`config.mk`:
```
export PLATFORM = sky130hd
export DESIGN_NAME = bfly_pipe_param_flat
export DESIGN_NICKNAME = d
export VERILOG_FILES = /design/src/rtl/bfly_if.sv /design/src/rtl/bfly_pipe_param.sv /design/src/flat_wrapper.sv
export SDC_FILE = /design/constraint.sdc
export NUM_CORES = 2
export LEC_CHECK = 0
export ABC_AREA = 1
export BUFFER_PORTS_ARGS = -buffer_cell sky130_fd_sc_hd__buf_2
export CAP_MARGIN = 20
export CORE_MARGIN = 2
export CORE_UTILIZATION = 44
export CTS_BUF_LIST = sky130_fd_sc_hd__clkbuf_16
export DETAILED_ROUTE_END_ITERATION = 10
export PLACE_DENSITY = 0.63
export SYNTH_ARGS = -nofsm -noshare
export SYNTH_HDL_FRONTEND = slang
export SYNTH_SLANG_ARGS = --single-unit
```
`constraint.sdc`:
```
create_clock -name clk -period 16.6 [get_ports clk]
set_clock_uncertainty 0.05 [all_clocks]
set_input_delay 0.83 -clock clk [delete_from_list [all_inputs] [get_ports clk]]
set_output_delay 0.83 -clock clk [all_outputs]
set_load 0.005 [all_outputs]
```
`src/rtl/bfly_if.sv`:
```
// Butterfly sample bus: one operand pair and its twiddle go in, one result pair comes out.
// in_valid qualifies a sample only on an edge where en=1; there is no ready, so a stalled bus simply holds.
interface bfly_if #(
  parameter int W     = 16,
  parameter int TAG_W = 8
);
  logic             in_valid;
  logic [1:0]       mode;
  logic [W-1:0]     a;
  logic [W-1:0]     b;
  logic [W-1:0]     w;
  logic [TAG_W-1:0] in_tag;
  logic             out_valid;
  logic [W-1:0]     c;
  logic [W-1:0]     d;
  logic [TAG_W-1:0] out_tag;
  logic             out_err;

  modport master (
    output in_valid, mode, a, b, w, in_tag,
    input  out_valid, c, d, out_tag, out_err
  );

  modport slave (
    input  in_valid, mode, a, b, w, in_tag,
    output out_valid, c, d, out_tag, out_err
  );
endinterface

```
`src/rtl/bfly_pipe_param.sv`:
```
// Six-register CT / GS / bypass butterfly with Montgomery twiddle multiply.
// Mode, tag and error flag ride alongside each sample; en freezes the whole pipe.
module bfly_pipe_param #(
  parameter int W     = 16,
  parameter int Q     = 3329,
  parameter int QINV  = 3327,
  parameter int TAG_W = 8
) (
  input  logic   clk,
  input  logic   rst_n,
  input  logic   en,
  bfly_if.slave  io
);
  localparam logic [1:0]   MODE_GS   = 2'b01;
  localparam logic [1:0]   MODE_BYP  = 2'b10;
  localparam logic [1:0]   MODE_IDLE = 2'b11;
  localparam logic [1:0]   MODE_CT   = 2'b00;
  localparam logic [W:0]   QX        = (W+1)'(Q);
  localparam logic [W-1:0] QW        = W'(Q);
  localparam logic [W-1:0] QINV_W    = W'(QINV);

  typedef struct packed {
    logic             v;
    logic [1:0]       mode;
    logic [TAG_W-1:0] tag;
    logic             err;
    logic [W-1:0]     a;
    logic [W-1:0]     b;
    logic [W-1:0]     sum;
  } side_t;

  function automatic logic [W-1:0] mod_add(input logic [W-1:0] x, input logic [W-1:0] y);
    logic [W:0] s;
    s = {1'b0, x} + {1'b0, y};
    if (s >= QX) s = s - QX;
    return s[W-1:0];
  endfunction

  function automatic logic [W-1:0] mod_sub(input logic [W-1:0] x, input logic [W-1:0] y);
    logic [W:0] s;
    if (x >= y) s = {1'b0, x} - {1'b0, y};
    else        s = {1'b0, x} + QX - {1'b0, y};
    return s[W-1:0];
  endfunction

  // Exact division by two in Z_Q: odd values borrow one Q to become even.
  function automatic logic [W-1:0] half_mod(input logic [W-1:0] x);
    logic [W:0] s;
    s = x[0] ? ({1'b0, x} + QX) : {1'b0, x};
    return s[W:1];
  endfunction

  // (prod + m*Q) / R is below 2Q because prod < Q*Q < Q*R; one subtract makes it canonical.
  function automatic logic [W-1:0] mont_fin(input logic [2*W-1:0] prod, input logic [W-1:0] m);
    logic [2*W-1:0] mq;
    logic [2*W:0]   s;
    logic [W:0]     t;
    mq = (2*W)'(m) * (2*W)'(QW);
    s  = {1'b0, prod} + {1'b0, mq};
    t  = s[2*W:W];
    if (t >= QX) t = t - QX;
    return t[W-1:0];
  endfunction

  side_t          s0, s1, s2, s3, s4;
  side_t          in_side, s1_d;
  logic [W-1:0]   w0, w1, op1;
  logic [2*W-1:0] prod2, prod3;
  logic [W-1:0]   m3, t4;
  logic           out_valid_r, err_r;
  logic [W-1:0]   c_r, d_r, c_d, d_d;
  logic [TAG_W-1:0] tag_r;

  always_comb begin
    in_side      = '0;
    in_side.v    = io.in_valid && (io.mode != MODE_IDLE);
    in_side.mode = io.mode;
    in_side.tag  = io.in_tag;
    in_side.err  = (io.a >= QW) || (io.b >= QW) || ((io.mode != MODE_BYP) && (io.w >= QW));
    in_side.a    = io.a;
    in_side.b    = io.b;
    s1_d         = s0;
    s1_d.sum     = mod_add(s0.a, s0.b);
  end

  always_comb begin
    c_d = s4.a;
    d_d = s4.b;
    case (s4.mode)
      MODE_CT: begin
        c_d = mod_add(s4.a, t4);
        d_d = mod_sub(s4.a, t4);
      end
      MODE_GS: begin
        c_d = half_mod(s4.sum);
        d_d = half_mod(t4);
      end
      default: begin
        c_d = s4.a;
        d_d = s4.b;
      end
    endcase
  end

  always_ff @(posedge clk or negedge rst_n) begin
    if (!rst_n) begin
      s0 <= '0; s1 <= '0; s2 <= '0; s3 <= '0; s4 <= '0;
      w0 <= '0; w1 <= '0; op1 <= '0;
      prod2 <= '0; prod3 <= '0; m3 <= '0; t4 <= '0;
      out_valid_r <= 1'b0; c_r <= '0; d_r <= '0; tag_r <= '0; err_r <= 1'b0;
    end else if (en) begin
      s0    <= in_side;
      w0    <= io.w;
      s1    <= s1_d;
      w1    <= w0;
      // GS multiplies the difference, CT multiplies b directly.
      op1   <= (s0.mode == MODE_GS) ? mod_sub(s0.b, s0.a) : s0.b;
      s2    <= s1;
      prod2 <= (2*W)'(op1) * (2*W)'(w1);
      s3    <= s2;
      prod3 <= prod2;
      m3    <= prod2[W-1:0] * QINV_W;
      s4    <= s3;
      t4    <= mont_fin(prod3, m3);
      out_valid_r <= s4.v;
      if (s4.v) begin
        c_r   <= c_d;
        d_r   <= d_d;
        tag_r <= s4.tag;
        err_r <= s4.err;
      end
    end
  end

  assign io.out_valid = out_valid_r;
  assign io.c         = c_r;
  assign io.d         = d_r;
  assign io.out_tag   = tag_r;
  assign io.out_err   = err_r;
endmodule

```
`src/flat_wrapper.sv`:
```
// flat-port wrapper written by rule: the top's interface ports become plain ports
module bfly_pipe_param_flat 
#(
  parameter int W     = 16,
  parameter int Q     = 3329,
  parameter int QINV  = 3327,
  parameter int TAG_W = 8
)
  (clk, rst_n, en, io_in_valid, io_mode, io_a, io_b, io_w, io_in_tag, io_out_valid, io_c, io_d, io_out_tag, io_out_err);
  bfly_if #(.W(W), .TAG_W(TAG_W)) io_i ();
  input  logic clk;
  input  logic rst_n;
  input  logic en;
  input wire logic [$bits(io_i.in_valid)-1:0] io_in_valid;
  input wire logic [$bits(io_i.mode)-1:0] io_mode;
  input wire logic [$bits(io_i.a)-1:0] io_a;
  input wire logic [$bits(io_i.b)-1:0] io_b;
  input wire logic [$bits(io_i.w)-1:0] io_w;
  input wire logic [$bits(io_i.in_tag)-1:0] io_in_tag;
  output wire logic [$bits(io_i.out_valid)-1:0] io_out_valid;
  output wire logic [$bits(io_i.c)-1:0] io_c;
  output wire logic [$bits(io_i.d)-1:0] io_d;
  output wire logic [$bits(io_i.out_tag)-1:0] io_out_tag;
  output wire logic [$bits(io_i.out_err)-1:0] io_out_err;
  assign io_i.in_valid = io_in_valid;
  assign io_i.mode = io_mode;
  assign io_i.a = io_a;
  assign io_i.b = io_b;
  assign io_i.w = io_w;
  assign io_i.in_tag = io_in_tag;
  assign io_out_valid = io_i.out_valid;
  assign io_c = io_i.c;
  assign io_d = io_i.d;
  assign io_out_tag = io_i.out_tag;
  assign io_out_err = io_i.out_err;
  bfly_pipe_param #(.W(W), .Q(Q), .QINV(QINV), .TAG_W(TAG_W)) u_core (.clk(clk), .rst_n(rst_n), .en(en), .io(io_i));
endmodule
```
==> impl_metrics.env <==
export IMPL_setup_viol=0
export IMPL_initial_utilization=0.442
export IMPL_cts_buffers=55
export IMPL_reg2reg_from="u_core.op1[11]"
export IMPL_synth_top_area_frac=0.290
export IMPL_maxClockFrequency_mhz=157
export IMPL_grt_pass1_vias=31800
export IMPL_ys_seq_elements=469
export IMPL_synth_edf_count=0
export IMPL_cp_end_kind="flop"
export IMPL_grt_max_degree=252
export IMPL_reg2reg_depth=24
export IMPL_setup_worst_path_start_class="flop"
export IMPL_vias=32300
export IMPL_ys_seq_area_frac=0.290
export IMPL_path_class="reg -> reg"
export IMPL_netlist_area_mm2=0.0404
export IMPL_num_io_pins=104
export IMPL_finalMaxSlewViolations=0
export IMPL_synth_area_leader_cell="dfrtp_1"
export IMPL_syn_nets=5929
export IMPL_ant_nets=0
export IMPL_rrSetupSlack_ns=10.24
export IMPL_slew_headroom=0.317
export IMPL_wl_mm=106
export IMPL_gp_congestion=0.943
export IMPL_wl_per_cell_um=16.6
export IMPL_fp_dieH_um=307
export IMPL_worstMarginPinSlew_ns=1.02
export IMPL_clk_path_buf_depth=3
export IMPL_insertion_delay_ns=0.66
export IMPL_outcome="complete, no violations"
export IMPL_die_w_um=307
export IMPL_synthCells=5193
export IMPL_hold_path_class="in -> async"
export IMPL_grt_overflow_total=0
export IMPL_post_cts_buffers=0
export IMPL_die_area_mm2=0.0943
export IMPL_synth_area_top_cells="dfrtp_1 29%, fa_1 15%, nand2_1 13%"
export IMPL_required_ns=17.10
export IMPL_antennaDiodeCount=0
export IMPL_cts_resized=0
export IMPL_tns_ns=0
export IMPL_async_flop_share=1.00
export IMPL_drive_gt1_frac=0.0576
export IMPL_num_rows=111
export IMPL_cts_tree="built"
export IMPL_post_route_drc_count=0
export IMPL_final_net_count=5899
export IMPL_period_share=0.383
export IMPL_grt_use_total=0.229
export IMPL_rsz0062_at_grt="no"
export IMPL_area_growth_pct=7.91
export IMPL_arrival_ns=6.86
export IMPL_synthFlopType="dfrtp_1"
export IMPL_dpl_hpwl_mm=82.4
export IMPL_first_pass_iters=5
export IMPL_yosysWarnings=0
export IMPL_ctsHoldBuffers=0
export IMPL_grt_pass1_wl_mm=172
export IMPL_path_max_fanout=17
export IMPL_h_tree_depth=2
export IMPL_path_clk_slew_ns=0.06
export IMPL_regToRegEndpoint="u_core.prod2[31]"
export IMPL_io_buffers=103
export IMPL_antenna_found_initial=1
export IMPL_hold_viol_final=0
export IMPL_cap_violations=0
export IMPL_cts_root_buf="clkbuf_16"
export IMPL_ys_types=55
export IMPL_fp_coreArea_mm2=0.0914
export IMPL_syn_avg_cell_area_um2=7.79
export IMPL_drt_iter0_drc=2567
export IMPL_cts_sinks=469
export IMPL_nFillCells=9028
export IMPL_detail_route_vias_per_cell=5.06
export IMPL_min_period_ns=6.36
-- kinds of logic after synthesis --
| kind of cell | after synthesis | synth area share |
|---|---|---|
| AND/OR/NAND/NOR | 1932 | 0.197 |
| buffers and inverters | 1208 | 0.114 |
| flip-flops | 469 | 0.290 |
| AO/OA/AOI/OAI | 797 | 0.107 |
| adder cells (fa/ha/maj) | 674 | 0.267 |
| XOR/XNOR | 113 | 0.0254 |
-- through the flow --
| step | instance area (µm²) | instances | setup WS (ns) | hold WS, ns | utilization |
|---|---|---|---|---|---|
| after floorplan | 40400 | 5193 | 10.76 | 0.392 | - |
| after global placement | 41800 | 6291 | 10.32 | 0.407 | 0.457 |
| after detailed placement | 41800 | 6291 | 10.29 | 0.410 | 0.457 |
| after CTS | 43600 | 6392 | 10.25 | 0.192 | 0.477 |
| after global routing | 43600 | 6393 | 9.81 | 0.243 | 0.477 |
| final | 43600 | 6393 | 10.24 | 0.188 | 0.477 |
-- how the worst max path moves through the flow --
stage,startpoint,slack (ns),end,cells after the start
floorplan,u_core.op1[4],10.76,u_core.prod2[23],28
global placement,u_core.w1[6],10.32,u_core.prod2[23],26
detailed placement,u_core.op1[7],10.29,u_core.prod2[23],24
CTS,u_core.op1[7],10.25,u_core.prod2[23],24
global route,u_core.op1[7],9.81,u_core.prod2[23],24
finish,u_core.op1[11],10.24,u_core.prod2[31],24
-- flip-flops by register name, summed over array words and instances (netlist names) --
name	flops
u_core.io.c	16
u_core.io.d	16
u_core.io.out_err	1
u_core.io.out_tag	8
u_core.io.out_valid	1
u_core.m3	16
u_core.op1	16
u_core.prod2	32
u_core.prod3	31
u_core.s0	44
u_core.s1	60
u_core.s2	60
u_core.s3	60
u_core.s4	60
u_core.t4	16
u_core.w0	16
u_core.w1	16
-- area by class of cell --
| cell class | instances | area, µm² | share of cell area |
|---|---|---|---|
| clock buffers | 55 | 1380 | 0.0315 |
| clock inverters | 46 | 448 | 0.0103 |
| inverters | 1001 | 3760 | 0.0863 |
| multi-input cells | 3516 | 24100 | 0.553 |
| flip-flops and latches | 469 | 11700 | 0.269 |
| well taps | 1186 | 1480 | 0.0340 |
| repair buffers | 120 | 708 | 0.0162 |
-- cells in the final DEF, fill, tap and decap left out, types with 4 or more instances in the layout --
cell type / instances
inv_1: 982
clkinv_2: 9
bufinv_16: 6
clkbuf_16: 55
xor2_2: 5
nand3b_1: 6
nor3_1: 37
a21oi_1: 200
fa_1: 313
nor2_1: 195
a21oi_2: 9
ha_1: 361
o21ai_1: 15
clkinv_1: 11
inv_6: 6
a211oi_1: 13
o211ai_1: 13
a21o_1: 9
dfrtp_1: 469
nand2_1: 1370
inv_2: 23
o31ai_1: 10
a21boi_0: 4
o21ai_0: 448
nor4_1: 13
o21a_1: 6
nand2_2: 12
buf_4: 14
nor2_2: 14
nand3_1: 198
xnor2_1: 34
nand4_1: 56
buf_2: 101
or2_2: 14
o221ai_1: 6
nand3_2: 4
xor2_1: 74
a31oi_1: 31
o21bai_1: 13
a221oi_1: 6
-- metal layers --
metal	part of all wire	up-vias	wire, µm	track usage
li1	-	16100	-	-
met1	0.49	15400	52300	0.345
met4	0.018	0	1960	0.0466
met3	0.049	118	5160	0.0272
met5	0	-	0	0
met2	0.44	724	46400	0.353
-- Yosys cell counts, types with 15 or more instances --
| cell type | n |
|---|---|
| inv_2 | 23 |
| nand4_1 | 56 |
| a21oi_1 | 200 |
| buf_2 | 18 |
| nand2_1 | 1371 |
| fa_1 | 313 |
| nor3_1 | 37 |
| ha_1 | 361 |
| dfrtp_1 | 469 |
| xnor2_1 | 34 |
| clkbuf_1 | 182 |
| a31oi_1 | 31 |
| o21ai_1 | 15 |
| nor2_1 | 195 |
| o21ai_0 | 448 |
| xor2_1 | 74 |
| inv_1 | 977 |
| nand3_1 | 198 |
-- critical path, stage by stage (launching register included) --
cell and delay, ns:
dfrtp_1 0.79, nand2_1 0.17, fa_1 0.56, inv_1 0.05
fa_1 0.52, inv_1 0.05, fa_1 0.50, inv_1 0.05
fa_1 0.46, fa_1 0.56, inv_1 0.06, fa_1 0.53
inv_1 0.05, ha_1 0.37, nand2_1 0.11, nor2_1 0.19
inv_1 0.08, nor3_1 0.23, nand3_1 0.12, nand3_1 0.19
nand3_1 0.09, nand2_1 0.09, nand2_1 0.07, a21o_1 0.16
a31oi_1 0.11
Power is left out: the tool's default activity adds up to more than one toggle a clock period on the data nets, which glitch-free logic cannot reach.
